===== src/rtl/pcie_phy_pkg.sv =====
// Shared lane constants and types for the PHY lane datapath.
// Holds the lane byte type and lane FIFO default sizing.
package pcie_phy_pkg;

  localparam int LANE_W             = 8;
  localparam int LANE_FIFO_DEPTH    = 8;
  localparam int LANE_FIFO_AF_THRESH = 6;
  localparam int LANE_FIFO_AE_THRESH = 2;

  typedef logic [LANE_W-1:0] lane_byte_t;

  // The occupancy counter needs one extra bit so that "full" can be told apart from "empty".
  function automatic int lane_fifo_cnt_w(input int depth);
    return $clog2(depth) + 1;
  endfunction

endpackage


===== src/rtl/lane_fifo_if.sv =====
// Lane FIFO handshake bundle; master = producer/consumer side, slave = FIFO.
// err_* signals exist only when LANE_FIFO_ERR_EN is defined.
interface lane_fifo_if #(parameter int DATA_WIDTH = 8);

  logic [DATA_WIDTH-1:0] data_in;
  logic                  push;
  logic                  pop;
  logic [DATA_WIDTH-1:0] data_out;
  logic                  valid_out;
  logic                  full;
  logic                  empty;
  logic                  almost_full;
  logic                  almost_empty;
`ifdef LANE_FIFO_ERR_EN
  logic                  err_overflow;
  logic                  err_underflow;
`endif

  modport master (
    output data_in, push, pop,
    input  data_out, valid_out, full, empty, almost_full, almost_empty
`ifdef LANE_FIFO_ERR_EN
    , input err_overflow, err_underflow
`endif
  );

  modport slave (
    input  data_in, push, pop,
    output data_out, valid_out, full, empty, almost_full, almost_empty
`ifdef LANE_FIFO_ERR_EN
    , output err_overflow, err_underflow
`endif
  );

endinterface


===== src/rtl/lane_fifo_mem.sv =====
// Register-array storage for lane_fifo: one synchronous write port and one registered read port.
// Array contents are never reset; only the read register is.
module lane_fifo_mem #(
  parameter int DATA_WIDTH = 8,
  parameter int DEPTH      = 8,
  localparam int ADDR_W    = $clog2(DEPTH)
) (
  input  logic                  clk,
  input  logic                  reset,
  input  logic                  we,
  input  logic [ADDR_W-1:0]     waddr,
  input  logic [DATA_WIDTH-1:0] wdata,
  input  logic                  re,
  input  logic [ADDR_W-1:0]     raddr,
  output logic [DATA_WIDTH-1:0] rdata
);

  logic [DATA_WIDTH-1:0] mem [DEPTH];

  always_ff @(posedge clk) begin
    if (we) mem[waddr] <= wdata;
  end

  // A same-edge read and write of one slot returns the old entry, which is what push+pop on a full FIFO needs.
  always_ff @(posedge clk) begin
    if (reset)   rdata <= '0;
    else if (re) rdata <= mem[raddr];
  end

endmodule


===== src/rtl/lane_fifo.sv =====
// Per-lane byte FIFO behind the demux; 1-cycle registered read, flags decoded from the registered count.
// Pushes are dropped when full (unless popping), pops are ignored when empty; LANE_FIFO_ERR_EN adds sticky error flags.
module lane_fifo
  import pcie_phy_pkg::*;
#(
  parameter int DATA_WIDTH = LANE_W,
  parameter int DEPTH      = LANE_FIFO_DEPTH,
  parameter int AF_THRESH  = LANE_FIFO_AF_THRESH,
  parameter int AE_THRESH  = LANE_FIFO_AE_THRESH
) (
  input  logic          clk,
  input  logic          reset,
  lane_fifo_if.slave    bus
);

  localparam int PTR_W = $clog2(DEPTH);
  localparam int CNT_W = lane_fifo_cnt_w(DEPTH);

  logic [PTR_W-1:0] wr_ptr;
  logic [PTR_W-1:0] rd_ptr;
  logic [CNT_W-1:0] count;
  logic             do_push;
  logic             do_pop;
  logic             valid_q;

  assign bus.full         = (count == CNT_W'(DEPTH));
  assign bus.empty        = (count == '0);
  assign bus.almost_full  = (count >= CNT_W'(AF_THRESH));
  assign bus.almost_empty = (count <= CNT_W'(AE_THRESH));

  // When full, a simultaneous pop frees the slot being written, so the push is still taken.
  assign do_pop  = bus.pop && !bus.empty;
  assign do_push = bus.push && (!bus.full || bus.pop);

  always_ff @(posedge clk) begin
    if (reset) begin
      wr_ptr  <= '0;
      rd_ptr  <= '0;
      count   <= '0;
      valid_q <= 1'b0;
    end else begin
      valid_q <= do_pop;
      if (do_push) wr_ptr <= wr_ptr + PTR_W'(1);
      if (do_pop)  rd_ptr <= rd_ptr + PTR_W'(1);
      case ({do_push, do_pop})
        2'b10:   count <= count + CNT_W'(1);
        2'b01:   count <= count - CNT_W'(1);
        default: count <= count;
      endcase
    end
  end

  assign bus.valid_out = valid_q;

  lane_fifo_mem #(
    .DATA_WIDTH (DATA_WIDTH),
    .DEPTH      (DEPTH)
  ) u_mem (
    .clk   (clk),
    .reset (reset),
    .we    (do_push && !reset),
    .waddr (wr_ptr),
    .wdata (bus.data_in),
    .re    (do_pop),
    .raddr (rd_ptr),
    .rdata (bus.data_out)
  );

`ifdef LANE_FIFO_ERR_EN
  logic ovf_q;
  logic unf_q;

  always_ff @(posedge clk) begin
    if (reset) begin
      ovf_q <= 1'b0;
      unf_q <= 1'b0;
    end else begin
      if (bus.push && !do_push) ovf_q <= 1'b1;
      if (bus.pop && bus.empty) unf_q <= 1'b1;
    end
  end

  assign bus.err_overflow  = ovf_q;
  assign bus.err_underflow = unf_q;
`endif

endmodule


===== src/flat_wrapper.sv =====
// flat-port wrapper written by rule: the top's interface ports become plain ports
module lane_fifo_flat import pcie_phy_pkg::*;
#(
  parameter int DATA_WIDTH = LANE_W,
  parameter int DEPTH      = LANE_FIFO_DEPTH,
  parameter int AF_THRESH  = LANE_FIFO_AF_THRESH,
  parameter int AE_THRESH  = LANE_FIFO_AE_THRESH
)
  (clk, reset, bus_data_in, bus_push, bus_pop, bus_data_out, bus_valid_out, bus_full, bus_empty, bus_almost_full, bus_almost_empty);
  lane_fifo_if #(.DATA_WIDTH(DATA_WIDTH)) bus_i ();
  input  logic clk;
  input  logic reset;
  input wire logic [$bits(bus_i.data_in)-1:0] bus_data_in;
  input wire logic [$bits(bus_i.push)-1:0] bus_push;
  input wire logic [$bits(bus_i.pop)-1:0] bus_pop;
  output wire logic [$bits(bus_i.data_out)-1:0] bus_data_out;
  output wire logic [$bits(bus_i.valid_out)-1:0] bus_valid_out;
  output wire logic [$bits(bus_i.full)-1:0] bus_full;
  output wire logic [$bits(bus_i.empty)-1:0] bus_empty;
  output wire logic [$bits(bus_i.almost_full)-1:0] bus_almost_full;
  output wire logic [$bits(bus_i.almost_empty)-1:0] bus_almost_empty;
  assign bus_i.data_in = bus_data_in;
  assign bus_i.push = bus_push;
  assign bus_i.pop = bus_pop;
  assign bus_data_out = bus_i.data_out;
  assign bus_valid_out = bus_i.valid_out;
  assign bus_full = bus_i.full;
  assign bus_empty = bus_i.empty;
  assign bus_almost_full = bus_i.almost_full;
  assign bus_almost_empty = bus_i.almost_empty;
  lane_fifo #(.DATA_WIDTH(DATA_WIDTH), .DEPTH(DEPTH), .AF_THRESH(AF_THRESH), .AE_THRESH(AE_THRESH)) u_core (.clk(clk), .reset(reset), .bus(bus_i));
endmodule

===== config.mk =====
export PLATFORM = sky130hd
export DESIGN_NAME = lane_fifo_flat
export DESIGN_NICKNAME = d
export VERILOG_FILES = /design/src/rtl/pcie_phy_pkg.sv /design/src/rtl/lane_fifo_if.sv /design/src/rtl/lane_fifo_mem.sv /design/src/rtl/lane_fifo.sv /design/src/flat_wrapper.sv
export SDC_FILE = /design/constraint.sdc
export NUM_CORES = 1
export LEC_CHECK = 0
export CAP_MARGIN = 15
export CELL_PAD_IN_SITES_DETAIL_PLACEMENT = 0
export CELL_PAD_IN_SITES_GLOBAL_PLACEMENT = 1
export CORE_MARGIN = 2
export CORE_UTILIZATION = 35
export DETAILED_ROUTE_END_ITERATION = 12
export DONT_BUFFER_PORTS = 1
export PLACE_DENSITY = 0.68
export SETUP_SLACK_MARGIN = 0.2
export SYNTH_ARGS = -nofsm -noshare
export SYNTH_HDL_FRONTEND = slang
export SYNTH_HIERARCHICAL = 1
export SYNTH_SLANG_ARGS = --single-unit

===== constraint.sdc =====
create_clock -name clk -period 2.8 [get_ports clk]
set_input_delay 0.84 -clock clk [delete_from_list [all_inputs] [get_ports clk]]
set_output_delay 0.84 -clock clk [all_outputs]
set_load 0.005 [all_outputs]

After elaboration in Yosys (flattened, before gate mapping). Memory sizes are Yosys's and may differ from the RTL's. A register that Yosys moved wholly into a read port is not among the register bits. Index checks and enable logic that the tools add are counted.

Register bits after elaboration: 11. Latch bits: 0. Memory bits (writable): 64. Bits in read-only memories: 0. Input port bits: 12. Output and inout port bits: 13. Logic and storage cells: 26. Memories: 1.

Memory list: u_core.u_mem.mem (words 8, bits a word 8, read ports 1, clocked after Yosys merged registers in 1, wr ports 1, RTL line lane_fifo_mem.sv:18) `logic [DATA_WIDTH-1:0] mem [DEPTH];`.

$add $sub $neg: 4. $mul: 0. Div/mod/pow operators: 0. Magnitude comparators: 2. Equal/unequal tests: 3. Shift operators: 0. Muxes and demuxes: 3. Bitwise operators: 0. Reductions and logical operators: 9.

Operator list (number): $pmux 4 s2 (1); $add 3x1->3 const B (2); $add 4x1->4 const B (1); $eq 4x4->1 const B (1); $ge 4x3->1 const B (1); $le 4x2->1 const B (1); $logic_not 4->1 (1); $sub 4x1->4 const B (1); $logic_and 1x1->1 (3); $logic_not 1->1 (3); $eq 2x1->1 const B (1); $eq 2x2->1 const B (1); $mux 1 (2); $reduce_bool 2->1 (1); $logic_or 1x1->1 (1).

Logic depth before layout (Yosys ltp).
Depth in word-level cells: 7. Gate-level depth with buffers: 10.

Cells and area by module. Netlist, hierarchy kept.

Modules (own cells, without submodules): lane_fifo_mem (instances 1, cells an instance 162, area an instance 2812.7 µm², seq. area each 2082.0 µm²); lane_fifo (instances 1, cells an instance 62, area an instance 565.5 µm², seq. area each 220.2 µm²).

Worst setup path after synthesis. OpenSTA, ideal clock, no wires.

Path kind: register to register. Start point: reg u_core.count[2]. End point: reg u_core.count[3]. Setup time: 70 ps. Arrival time: 2377 ps. Required time: 2730 ps. Path slack: 354 ps. Stages on the path, launching flop included: 9. Period minus slack after synthesis: 2446 ps. Cells stage by stage: dfxtp_1 or4b_4 o21ai_4 ha_1 ha_1 a21oi_1 a21oi_1 or4_1 a21oi_1.

Longest elaborated chain between the ends: 6. Elaborated cells on any way between the ends: 13.

RTL lines: start, declared (RTL line lane_fifo.sv:21) `logic [CNT_W-1:0] count;`; start signal, assigned (RTL line lane_fifo.sv:46) `2'b10: count <= count + CNT_W'(1);`; start signal, assigned (RTL line lane_fifo.sv:47) `2'b01: count <= count - CNT_W'(1);`; start signal, assigned (RTL line lane_fifo.sv:48) `default: count <= count;`; $eq 4x4->1 (RTL line lane_fifo.sv:26) `assign bus.full = (count == CNT_W'(DEPTH));`; $logic_not 1->1 (RTL line lane_fifo.sv:33) `assign do_push = bus.push && (!bus.full || bus.pop);`; $logic_or 1x1->1 (RTL line lane_fifo.sv:33); $logic_and 1x1->1 (RTL line lane_fifo.sv:33); $eq 2x1->1 / $eq 2x2->1 (equally long branches) (RTL line lane_fifo.sv:45) `case ({do_push, do_pop})`; $pmux 4 s2 / $reduce_bool 2->1 (equally long branches).

Several ways; a longest one is shown, not always the timed one. A chain may end at the register's enable or synchronous reset.

Worst setup path after layout. Same ends and word-level chain as after synthesis.

==> impl_results.md <==
- Mapped Avg Cell Area: around 15 um2
- Final Hold Viols: 0
- Detailed Routing Iterations Pass 1: 4
- Sequential element share of the synthesized area: slightly below 70%
- Power Total: around 3.1 mW
- Final WL: ~6.3 mm
- DRT iter0 DRCs: between 70 and 80
- Share of layout cells above drive strength 1: 22.50%
- Post-synth cell types: 34
- CP Max Fanout: 6
- Synth top area share: 56.89%
- Number of enable flip-flop cells after synthesis: 64
- LEAKAGE: ~1.2 nW
- Cell taking the most area after synthesis: edfxtp_1
- Yosys reg bits: a little over 80
- Clock skew: 0.007136 ns
- Number of antenna diodes: 0
- Worst slew pin tran: a little under 1 ns
- Fillers: approximately 870
- WHS: approximately 0.5 ns
- # setup viols final: 0
- DP Wirelength: around 4 mm
- Site Rows: 35
- Area Overhead vs Synth: 11.48%
- Final ANT Viol Nets: 0
- # port buffers: 0
- Initial antenna violation count: 0
- Die X: between 100 and 150 um
- Boundary Pins: 25
- Depth of the CTS H-tree: 3
- Cells after Synth: 224
- Reg-to-reg startpoint: u_core/count[2]$_SDFFE_PP0P_
- Vias in the first global route: between 1500 and 2000
- Top post-synthesis cells by area: edfxtp_1 (57%), dfxtp_1 (11%), mux2_2 (5.3%)
- Worst endpoint data arrival time: between 2 and 3 ns
- Fin area: roughly 0.0038 mm2
- Die ar.: 0.01045 mm2
- Post-Syn Area: ~0.0034 mm2
- Worst-case vdd ir drop: approximately 0.00029 V
- Fin Setup TNS: 0 ns
- Worst Setup SP: u_core/count[2]$_SDFFE_PP0P_
- Largest net degree at the start of global routing: 35
- Pwr/cell area: around 820 mW/mm2
- GPL Wtd Cong: between 0.7 and 0.8
- Synth async-reset ratio: 0%
- Period minus WS final: 2.465 ns
- Critical path destination: u_core/count[3]$_SDFFE_PP0P_
- Relative slew slack: 34.72%
- Cts bufs inserted: 9
- CTS tree: done
- Final core utilization: 40.57%
- DR vias/cell: about 4.9
- First-pass GRT wire length: around 9.5 mm
- Worst-path clk slew: about 0.080 ns
- Die height: around 100 um
- Critical path class: reg2reg
- GRT Util Overall: between 10 and 15%
- Outcome: finished, final reports clean
- CP Capture Type: register
- HP Class: reg2reg
- DRC errors left: 0
- Initial core utilization: 36.39%
- Total gr overflow: 0
- Core area: 0.009284 mm2
- Root Buffer: clkbuf_8
- Clk_lat worst skew: 0.35 ns
- YS warnings: 6
- RSZ-0062 raised after global routing: no
- Reg2reg setup slack: ~0.34 ns
- Clk buf depth: 2
- Max-cap viol count: 0
- Net count, final: about 250
- Dominant synthesized flop cell: edfxtp_1
- Dpl cell area: 0.003522 mm2
- Final cycle utilization of the critical path: between 80% and 90%
- Routed WL per cell: between 15 and 20 um
- CP Launch Type: register
- CTS sink count: slightly above 80
- Syn nets: roughly 240
- Worst reg-to-reg path cell count: 8
- Worst endpoint required time: 3.08 ns
- Via Count: around 1800
- Fmax: between 400 and 500 MHz
- Crit Reg-Reg Endpoint: u_core/count[3]$_SDFFE_PP0P_
- Max-slew violations: 0
## synth_stat cells, types with 5 or more instances
cell type and instances:
edfxtp_1 64, o22ai_1 7, a221o_1 7, xor2_1 5
nand2b_1 5, a21oi_1 6, a211oi_1 7, ha_1 5
nor2_1 27, dfxtp_1 19, inv_1 5, mux2_2 16
nand2_1 6, mux2i_1 17
## report_power, final
group          total, mW  switching [mW]  internal, mW  leakage [nW]
clock              0.822           0.414         0.408        0.0966
combinational      0.750           0.384         0.366         0.399
sequential          1.53          0.0960          1.44         0.736
total               3.11           0.894          2.21          1.23
## routing by layer
metal	track usage [%]	share of wire, %
met1	16.08	46
met5	0	0
met3	3.010	3.3
met4	6.769	1.6
met2	20.34	49
## registers in the layout, indices dropped and copies added, names as in the netlist
register              cells
u_core/wr_ptr             3
u_core/u_mem/rdata        8
u_core/bus.valid_out      1
u_core/count              4
u_core/rd_ptr             3
u_core/u_mem/mem         64
## repair_timing
action / CTS / global route
endpoints found under the hold margin: 0 / 0
buffers inserted: 0 / 1
pin swaps: 0 / 2
hold buffers: 0 / 0
resized for setup: 2 / 8
setup endpoints to repair: 1 / 1
## metrics by stage
step / setup WS, ns / cells
2_1_floorplan: 0.3537 / 224
3_3_place_gp: 0.2532 / 352
3_5_place_dp: 0.1866 / 352
4_1_cts: 0.2097 / 368
5_1_grt: 0.2412 / 369
6_report: 0.3353 / 369
## cells in the final DEF, fill, tap and decap left out, types with 2 or more instances in the layout
master and count:
a211oi_1 7, mux2i_1 17, o22ai_1 7, ha_1 3, clkinv_4 2, ha_4 2
a211oi_2 2, nand2_1 6, a21oi_2 2, xor2_1 5, nor3_1 2, inv_1 5
clkinv_2 2, nor2_1 27, edfxtp_1 64, dfxtp_1 15, buf_4 10, a21oi_1 4
a221o_1 7, nand2b_1 5, clkbuf_8 9, mux2_2 16, dfxtp_2 4
## cell type report
| type | count | area (um2) | area share, % |
|---|---|---|---|
| Clock inverter | 7 | 68.82 | 1.827 |
| Inverter | 5 | 18.77 | 0.4983 |
| Sequential cell | 83 | 2307 | 61.26 |
| Timing Repair Buffer | 10 | 75.07 | 1.993 |
| Multi-Input combinational cell | 126 | 1011 | 26.84 |
| Tap cell | 129 | 161.4 | 4.286 |
| Clock buffer | 9 | 123.9 | 3.289 |
## cells by family (layout without fill, tap and decap cells)
family,count (synthesis),in the layout,share of synthesized area [%]
AO/OA/AOI/OAI,35,35,8.186
XOR/XNOR,6,6,1.556
adder cells (fa/ha/maj),6,6,2.444
buffers and inverters,15,31,3.074
flip-flops,83,83,68.15
multiplexers,33,33,10.37
AND/OR/NAND/NOR,46,46,6.222
## worst max-delay path, stage by stage (launching register included)
cell and delay [ns]:
dfxtp_2 0.37, or4b_4 0.57, o21ai_4 0.21, ha_4 0.18, ha_4 0.21, a21oi_2 0.14, a21oi_1 0.09, or4_1 0.49
a21oi_2 0.14
## worst min-delay path by stage
stage,cells after the start,startpoint,end,slack [ns]
floorplan,2,u_core/rd_ptr[1]$_SDFFE_PP0P_,u_core/rd_ptr[1]$_SDFFE_PP0P_,0.48
global placement,2,u_core/u_mem/rdata[3]$_SDFFE_PP0P_,u_core/u_mem/rdata[3]$_SDFFE_PP0P_,0.49
detailed placement,2,u_core/u_mem/rdata[3]$_SDFFE_PP0P_,u_core/u_mem/rdata[3]$_SDFFE_PP0P_,0.49
CTS,2,u_core/u_mem/rdata[3]$_SDFFE_PP0P_,u_core/u_mem/rdata[3]$_SDFFE_PP0P_,0.50
global route,2,u_core/u_mem/rdata[3]$_SDFFE_PP0P_,u_core/u_mem/rdata[3]$_SDFFE_PP0P_,0.53
finish,2,u_core/u_mem/rdata[3]$_SDFFE_PP0P_,u_core/u_mem/rdata[3]$_SDFFE_PP0P_,0.50
Power figures use the tool's default switching activity.
